`src/rtl/rf_write_arbiter.sv`:
```
// Write-port arbiter for the 32x32 register file: round-robin between ALU and
// load writeback, plus a pending-write scoreboard for read-after-write stalls.
module rf_write_arbiter (
  input  logic        clock,
  input  logic        clear_n,
  input  logic        alu_req,
  input  logic [4:0]  alu_index,
  input  logic [31:0] alu_data,
  output logic        alu_grant,
  input  logic        mem_req,
  input  logic [4:0]  mem_index,
  input  logic [31:0] mem_data,
  output logic        mem_grant,
  input  logic        issue_valid,
  input  logic [4:0]  issue_index,
  input  logic [4:0]  query_index1,
  input  logic [4:0]  query_index2,
  output logic        busy1,
  output logic        busy2,
  output logic        stall,
  output logic        rf_write,
  output logic [4:0]  rf_write_index,
  output logic [31:0] rf_write_data,
  output logic [5:0]  pending_count
);

  typedef enum logic {
    LAST_ALU = 1'b0,
    LAST_MEM = 1'b1
  } last_t;

  last_t       last, last_next;
  logic [31:0] pending, pending_next;
  logic [5:0]  count_next;
  logic        xfer;
  logic [4:0]  xfer_index;
  logic [31:0] xfer_data;
  logic        set_hit, clr_hit, set_new, clr_eff;

  // On a tie the source that did not win last time goes first.
  always_comb begin
    alu_grant = 1'b0;
    mem_grant = 1'b0;
    if (clear_n) begin
      if (alu_req && (!mem_req || last == LAST_MEM))
        alu_grant = 1'b1;
      else if (mem_req)
        mem_grant = 1'b1;
    end
  end

  always_comb begin
    xfer       = alu_grant | mem_grant;
    xfer_index = alu_grant ? alu_index : mem_index;
    xfer_data  = alu_grant ? alu_data  : mem_data;
    last_next  = last;
    if (alu_grant) last_next = LAST_ALU;
    if (mem_grant) last_next = LAST_MEM;
  end

  // Set is applied after clear so a same-index issue keeps the bit alive;
  // the count only moves when a bit actually changes.
  always_comb begin
    set_hit = issue_valid && (issue_index != '0);
    clr_hit = xfer && (xfer_index != '0);
    set_new = set_hit && !pending[issue_index];
    clr_eff = clr_hit && pending[xfer_index] &&
              !(set_hit && (issue_index == xfer_index));

    pending_next = pending;
    if (clr_hit) pending_next[xfer_index]  = 1'b0;
    if (set_hit) pending_next[issue_index] = 1'b1;
    pending_next[0] = 1'b0;

    count_next = pending_count;
    case ({set_new, clr_eff})
      2'b10:   count_next = pending_count + 6'd1;
      2'b01:   count_next = pending_count - 6'd1;
      default: count_next = pending_count;
    endcase
  end

  always_ff @(posedge clock or negedge clear_n) begin
    if (!clear_n) begin
      last           <= LAST_MEM;
      pending        <= '0;
      pending_count  <= '0;
      rf_write       <= 1'b0;
      rf_write_index <= '0;
      rf_write_data  <= '0;
    end else begin
      last          <= last_next;
      pending       <= pending_next;
      pending_count <= count_next;
      rf_write      <= clr_hit;
      if (xfer) begin
        rf_write_index <= xfer_index;
        rf_write_data  <= xfer_data;
      end
    end
  end

  always_comb begin
    busy1 = pending[query_index1];
    busy2 = pending[query_index2];
    stall = busy1 | busy2;
  end

endmodule
```
`config.mk`:
```
export PLATFORM = sky130hd
export DESIGN_NAME = rf_write_arbiter
export DESIGN_NICKNAME = d
export VERILOG_FILES = /design/src/rtl/rf_write_arbiter.sv
export SDC_FILE = /design/constraint.sdc
export NUM_CORES = 1
export LEC_CHECK = 0
export CAP_MARGIN = 20
export CORE_ASPECT_RATIO = 1.1
export CORE_MARGIN = 2
export CORE_UTILIZATION = 35
export CTS_BUF_LIST = sky130_fd_sc_hd__clkbuf_4 sky130_fd_sc_hd__clkbuf_8
export CTS_CLUSTER_DIAMETER = 40
export DETAILED_ROUTE_END_ITERATION = 7
export PLACE_DENSITY = 0.65
export SETUP_SLACK_MARGIN = 0.02
export SKIP_LAST_GASP = 1
export SLEW_MARGIN = 20
export SYNTH_ARGS = -nofsm -noshare
export SYNTH_HDL_FRONTEND = slang
export SYNTH_SLANG_ARGS = --single-unit
```
`constraint.sdc`:
```
create_clock -name clock -period 5.26 [get_ports clock]
set_input_delay 1.052 -clock clock [delete_from_list [all_inputs] [get_ports clock]]
set_output_delay 1.052 -clock clock [all_outputs]
set_load 0.005 [all_outputs]
```
== Word level (Yosys, flattened, before mapping) ==
Index checks and enable logic that the tools add are counted.

* Register bits after elaboration: 76
* Latch bits: 0
* Bits in writable memories: 0
* ROM bits: 0
* Input bits: 94
* Logic and storage cells: 63
* Memories: 0

* $add $sub $neg: 2
* Multipliers: 0
* Divide/modulo/power cells: 0
* $lt $le $gt $ge: 6
* Eq/ne operators: 3
* Shift-type cells: 0
* Mux-type cells: 24
* Bitwise gates (word level): 5
* Reductions and logical operators: 17

{| class="wikitable"
|+ Operator list
! operator !! count
|-
| 32-bit 2-to-1 mux || 3
|-
| 32-bit AND || 1
|-
| 32-bit NOT || 1
|-
| 32-bit bitwise OR || 1
|-
| 5-bit by 6-bit < comparator with 1-bit output (second input constant) || 4
|-
| 1-bit binary-select mux with 5-bit select || 4
|-
| 1-bit 2-to-1 mux || 13
|-
| 6-bit one-hot mux with 2 select lines || 1
|-
| 1-bit demux with 5-bit select || 2
|-
| 5-bit by 1-bit >= comparator with 1-bit output (second input constant) || 2
|-
| 5-bit nonzero test || 2
|-
| 1-bit logical AND || 9
|-
| 6-bit by 1-bit adder with 6-bit output (second input constant) || 1
|-
| 6-bit by 1-bit subtractor with 6-bit output (second input constant) || 1
|-
| 5-bit == test || 1
|-
| 5-bit 2-to-1 mux || 1
|-
| 2-bit nonzero test || 2
|-
| 1-bit zero test || 3
|-
| 2-bit by 1-bit == test with 1-bit output (second input constant) || 1
|-
| 2-bit == test (second input constant) || 1
|-
| 1-bit bitwise OR || 2
|-
| 1-bit logical OR || 1
|}

== Longest topological paths before layout ==
* Depth in word-level cells: 15
* Depth in mapped cells: 19
* Gate-level depth less buffers: 17

== Worst setup path before layout ==
Ideal clock, no wire load.

* Kind: input port to flip-flop
* Start: input mem_req
* End: register pending_count[5]
* Setup time: 0.125 ns
* Arrival time: 4.237 ns
* Setup slack: 0.898 ns
* Cell stages on the path: 17
* Buffers on the path: 2
* Cell sequence: nor2b_4 or2_1 buf_6 buf_6 mux2i_2 mux2_2 a2111oi_2 o211a_1 ha_1 ha_1 a21o_1 a21oi_1 o21bai_1 a21oi_1 xnor2_1 nor2_1 xor2_1

* Cells in the longest elaborated chain, start to end: 12

{| class="wikitable"
|+ Ends and longest elaborated chain
! element !! line !! text
|-
| from (decl) || 10 || <nowiki>input logic mem_req,</nowiki>
|-
| 1-bit zero test || 45 || <nowiki>if (alu_req && (!mem_req || last == LAST_MEM))</nowiki>
|-
| 1-bit logical OR || 45 ||
|-
| 1-bit logical AND || 45 ||
|-
| 1-bit 2-to-1 mux || 45 ||
|-
| 1-bit 2-to-1 mux || 44 || <nowiki>if (clear_n) begin</nowiki>
|-
| 5-bit 2-to-1 mux || 54 || <nowiki>xfer_index = alu_grant ? alu_index : mem_index;</nowiki>
|-
| 1-bit binary-select mux with 5-bit select, or another cell as far along || 67 || <nowiki>clr_eff = clr_hit && pending[xfer_index] &&</nowiki>
|-
| 1-bit 2-to-1 mux (implied by the code), or another cell as far along || 67 ||
|-
| 1-bit logical AND / 1-bit zero test (equally long branches) || 67, 68 ||
|-
| 1-bit logical AND * || 67 ||
|-
| 2-bit by 1-bit == test with 1-bit output / 2-bit == test (equally long branches) || 76 || <nowiki>case ({set_new, clr_eff})</nowiki>
|-
| 6-bit one-hot mux with 2 select lines / 2-bit nonzero test (equally long branches) || n/a ||
|-
| to (signal assigned) || 94 || <nowiki>pending_count <= count_next;</nowiki>
|-
| to (decl) || 24 || <nowiki>output logic [5:0] pending_count</nowiki>
|}

Mark *: on every way between the ends. The rest lies on a longest branch, timed or not. The select of a mux whose other input is x is not followed.
A chain may end at the register's enable or synchronous reset.

== Worst setup path after layout ==
* Start: input query_index1[0]
* End: output stall

* Cells in the longest elaborated chain, start to end: 3

{| class="wikitable"
|+ Ends and longest elaborated chain
! element !! line !! text
|-
| from (decl) || 16 || <nowiki>input logic [4:0] query_index1,</nowiki>
|-
| 1-bit binary-select mux with 5-bit select || 104 || <nowiki>busy1 = pending[query_index1];</nowiki>
|-
| 1-bit 2-to-1 mux (implied by the code) || 104 ||
|-
| 1-bit bitwise OR || 106 || <nowiki>stall = busy1 | busy2;</nowiki>
|-
| to (decl) || 20 || <nowiki>output logic stall,</nowiki>
|}

Every way passes these cells. The select of a mux whose other input is x is not followed.

==> summary.md <==
The run finished with clean final reports. The tools report the final number of max-transition violations as 0. Leaving out fill and tap cells, the most frequent cell in the layout is sky130_fd_sc_hd__clkdlybuf4s50_1. The worst setup path is captured at an output pin. Counting every net in the synthesized netlist gives 599. The clock tree synthesis step divided the H-tree into 3 levels. The tools report the count of unresolved DRC violations after routing as 0. The worst setup path is launched from an input port. On the final layout, the worst hold slack is 0.485 ns. The first global-routing pass estimated 24,800 um of wire.

The ratio of total power to cell area works out to 344 mW/mm2. For this configuration, the core starts out at a cell density of 35.7%. Cell internal power was estimated by the tool at 1.57 mW. Across the run, the number of max-cap violations was 0. The portion of synthesized cell area occupied by the leading cell type was 39.8%; the power share of the combinational group was 33.9%. After routing the design area is 0.00659 mm2. Summed over all layers, the routed wires come to 15,700 um. Class of the tightest hold or removal check: register to register. After filler insertion, the fill cell instance count of the layout stands at 1,254. Across the VDD grid, the largest voltage drop is 0.000140 V. The first routing iteration left 310 violations.

The power share of the sequential group came out at 39.5%. Yosys mapped a number of flops with a built-in enable equal to 0. sky130_fd_sc_hd__dfrtp_1 takes more of the synthesized area than any other cell.

Detailed routing inserted a total of 4,573 vias. For this run, the slowest stage of the critical path takes 0.81 ns. The x dimension of the die is 115 um, and the data arrival at the endpoint of the critical path is 3.87 ns. Routability-driven placement finished with a final weighted congestion of 0.969. The final hold violation count came out at 0.

Global routing consumed, over all layers together, 22.2% of the routing resources. In the finished design, the share of the clock period the worst path needs comes to 93.5%. In this run, CTS created clock tree buffers numbering 9. The run gives 44 as the number of placement rows.

For this design, the slowest cell found on the critical path is sky130_fd_sc_hd__clkdlybuf4s50_1. The analysis attributes to net switching a power of 0.699 mW. The post-route clock skew was 0.00884 ns; the clock slew seen by the registers of the worst setup and hold paths was 0.08 ns.

The tools report the detailed placement HPWL as 11,900 um. The tools report the maximum number of pins on one net before global-route repair as 45. The number of antenna violations at the first check in global routing was 0. Number of hold buffers added after CTS: 0. For the worst setup path, the data required time is 4.21 ns.

The finished layout holds 803 standard cells, fillers aside. The die covers 0.0144 mm2. The top cell types in the final layout, fill and taps aside, are 141 x sky130_fd_sc_hd__clkdlybuf4s50_1, 79 x sky130_fd_sc_hd__nand2_1, 77 x sky130_fd_sc_hd__o21ai_0. Before CTS, the worst setup slack after placement is 0.0301 ns. 143 I/O pins were placed. Measured along the y axis, the die boundary spans 126 um.

Sequential cells were found to cover 40.3% of the synthesized design area. Once placement finished, the instance area stood at 0.00632 mm2. The detailed-route wire length per cell works out to 19.5 um.

For the number of buffers between clock root and the deepest sink, the log shows 2. The fmax was 0.203 GHz; the pin slew with the least headroom to its limit was 0.818 ns. The post-route minimum period is 4.92 ns. The type of the worst setup path was input port to output pin. After synthesis, the share of flip-flops with an asynchronous set or reset is 100%. Clock tree synthesis selected as its root buffer the cell sky130_fd_sc_hd__clkbuf_8. The tools report the leakage power figure as 2.65 nW. In this run, the clock network consumes 26.6% of the power. Dividing the synthesized area by the synthesized cell count gives 9.46 um2.

For the final routed database, the setup TNS stands at 0 ns. Setup repair after global routing left no endpoint under its margin. The clock latency of the later-clocked register in the worst-skew pair is 0.36 ns, and the post-detailed-route count of antenna-violating nets is 0. Yosys mapped the design onto 55 distinct sky130hd cell types.

At the end of the flow, the number of nets in the layout was 738. After layout, the worst setup slack is 0.342 ns. Dividing the detail-routed via count by the number of cells gives 5.69. Walking the worst path, the cells encountered are clkdlybuf4s50_1 > mux4_2 > mux4_2 > mux2_2 > or2_1 > clkdlybuf4s50_1.

Along the worst path, the maximum fanout reaches 9. In this run the tool buffered the top-level ports with 142 buffer cells. Sorting the synthesized cells by area gives the leading types as sky130_fd_sc_hd__dfrtp_1 40%, sky130_fd_sc_hd__mux4_2 13%, sky130_fd_sc_hd__o21ai_0 8.2%.

For the total standard cell area after synthesis, the log shows 0.00472 mm2. TritonCTS built the clock tree. The logs give 76 for the TritonCTS sink count and 45.3% for the relative slew slack. For the number of global-route vias before repair, the log shows 4,601. The total congestion overflow came out at 0. The synthesized design contains 76 register bits. Setup violations remaining at the end of the flow were counted as 0. Counting tap cells, the placed design contains a total of 788 instances. In this run switching power makes up 30.9% of total power.

Among all flip-flop cells after synthesis, the most frequent one is sky130_fd_sc_hd__dfrtp_1. The number of iterations in the first detailed-routing pass is 5. Total core area: 0.0132 mm2. The run gives 0 as the number of antenna cells inserted. For this run, the number of Yosys warnings is 0.

The run gives 499 as the number of standard cells after synthesis. The share of layout cells above drive strength 1 was 12.6%. Compared with the post-synthesis result, the final layout area differs by 39.7%.
-- final timing paths --
path | startpoint | endpoint | slack (ns) | cells past startpoint
max in group asynchronous | clear_n | pending[27] | 3.53 | 3
min in group asynchronous | clear_n | pending_count[1] | 0.79 | 2
worst min-delay path | rf_write_index[1] | rf_write_index[1] | 0.49 | 1
worst max register to register | last | pending_count[5] | 1.12 | 16
worst min register to register | rf_write_index[1] | rf_write_index[1] | 0.49 | 1
worst max-delay path | query_index1[0] | stall | 0.34 | 6
-- cells in the mapped netlist, drive strengths merged (2+ instances only) --
| cell | number |
|---|---|
| a2111oi | 2 |
| a211oi | 2 |
| a21o | 4 |
| a21oi | 9 |
| a31oi | 24 |
| and2 | 2 |
| buf | 9 |
| clkbuf | 23 |
| dfrtp | 75 |
| ha | 5 |
| inv | 15 |
| mux2 | 8 |
| mux2i | 6 |
| mux4 | 28 |
| nand2 | 81 |
| nand2b | 3 |
| nand3 | 11 |
| nand3b | 6 |
| nor2 | 55 |
| nor3 | 3 |
| nor4 | 2 |
| o211ai | 5 |
| o21ai | 78 |
| o21bai | 2 |
| o311ai | 2 |
| o32ai | 10 |
| or2 | 2 |
| or3 | 5 |
| xnor2 | 5 |
| xor2 | 3 |
-- registers in the layout, indices dropped and copies added, names as in the netlist --
signal	count
rf_write	1
last	1
pending_count	6
pending	31
rf_write_index	5
rf_write_data	32
-- routing by layer --
| layer | global-route usage, % | vias to the layer above | part of all wire [%] | wire (um) |
|---|---|---|---|---|
| met2 | 36.8 | 243 | 48 | 7510 |
| met5 | 0 | - | 0 | 0 |
| li1 | - | 2093 | - | - |
| met4 | 8.86 | 0 | 3.0 | 477 |
| met1 | 27.4 | 2201 | 40 | 6230 |
| met3 | 6.26 | 36 | 9.2 | 1440 |
-- logic make-up (layout without fill, tap and decap cells) --
| logic type | Yosys count | count (layout) | synth area share, % |
|---|---|---|---|
| AND/OR/NAND/NOR | 174 | 174 | 16.2 |
| AO/OA/AOI/OAI | 146 | 146 | 19.1 |
| flip-flops | 76 | 76 | 40.3 |
| buffers and inverters | 47 | 190 | 4.45 |
| multiplexers | 42 | 42 | 16.7 |
| XOR/XNOR | 8 | 8 | 1.48 |
| adder cells (fa/ha/maj) | 6 | 6 | 1.75 |
-- timing repair --
item	CTS	global route
setup buffers	0	0
endpoints found under the setup margin	0	1
gates resized for setup	0	1
-- power groups by stage --
stage,logic (mW),registers [mW],clock network [mW]
2_1_floorplan,0.426,0.832,0
3_3_place_gp,0.753,0.894,0
3_5_place_dp,0.770,0.895,0
4_1_cts,0.773,0.886,0.617
5_1_grt,0.844,0.909,0.643
6_report,0.768,0.895,0.602
-- layout make-up --
cell class              count  area (um2)  share of cell area [%]
clock buffers              11         151                    2.30
flip-flops and latches     76        1900                    28.9
repair buffers            160        1550                    23.6
well taps                 161         201                    3.06
clock inverters             4         120                    1.82
inverters                  15        56.3                   0.854
multi-input cells         376        2610                    39.5
-- per-stage QoR --
stage / power (mW) / utilization, %
after CTS: 2.28 / 49.9
after global routing: 2.39 / 49.9
after floorplan: 1.26 / -
after detailed placement: 1.67 / 47.8
after global placement: 1.65 / 47.8
final: 2.27 / 49.9
-- critical path: cells and delay by family --
| family | cells | cell delay (ns) |
|---|---|---|
| buffers and inverters | 2 | 1.25 |
| multiplexers | 3 | 1.34 |
| AND/OR/NAND/NOR | 1 | 0.22 |
Power figures use the tool's default switching activity.
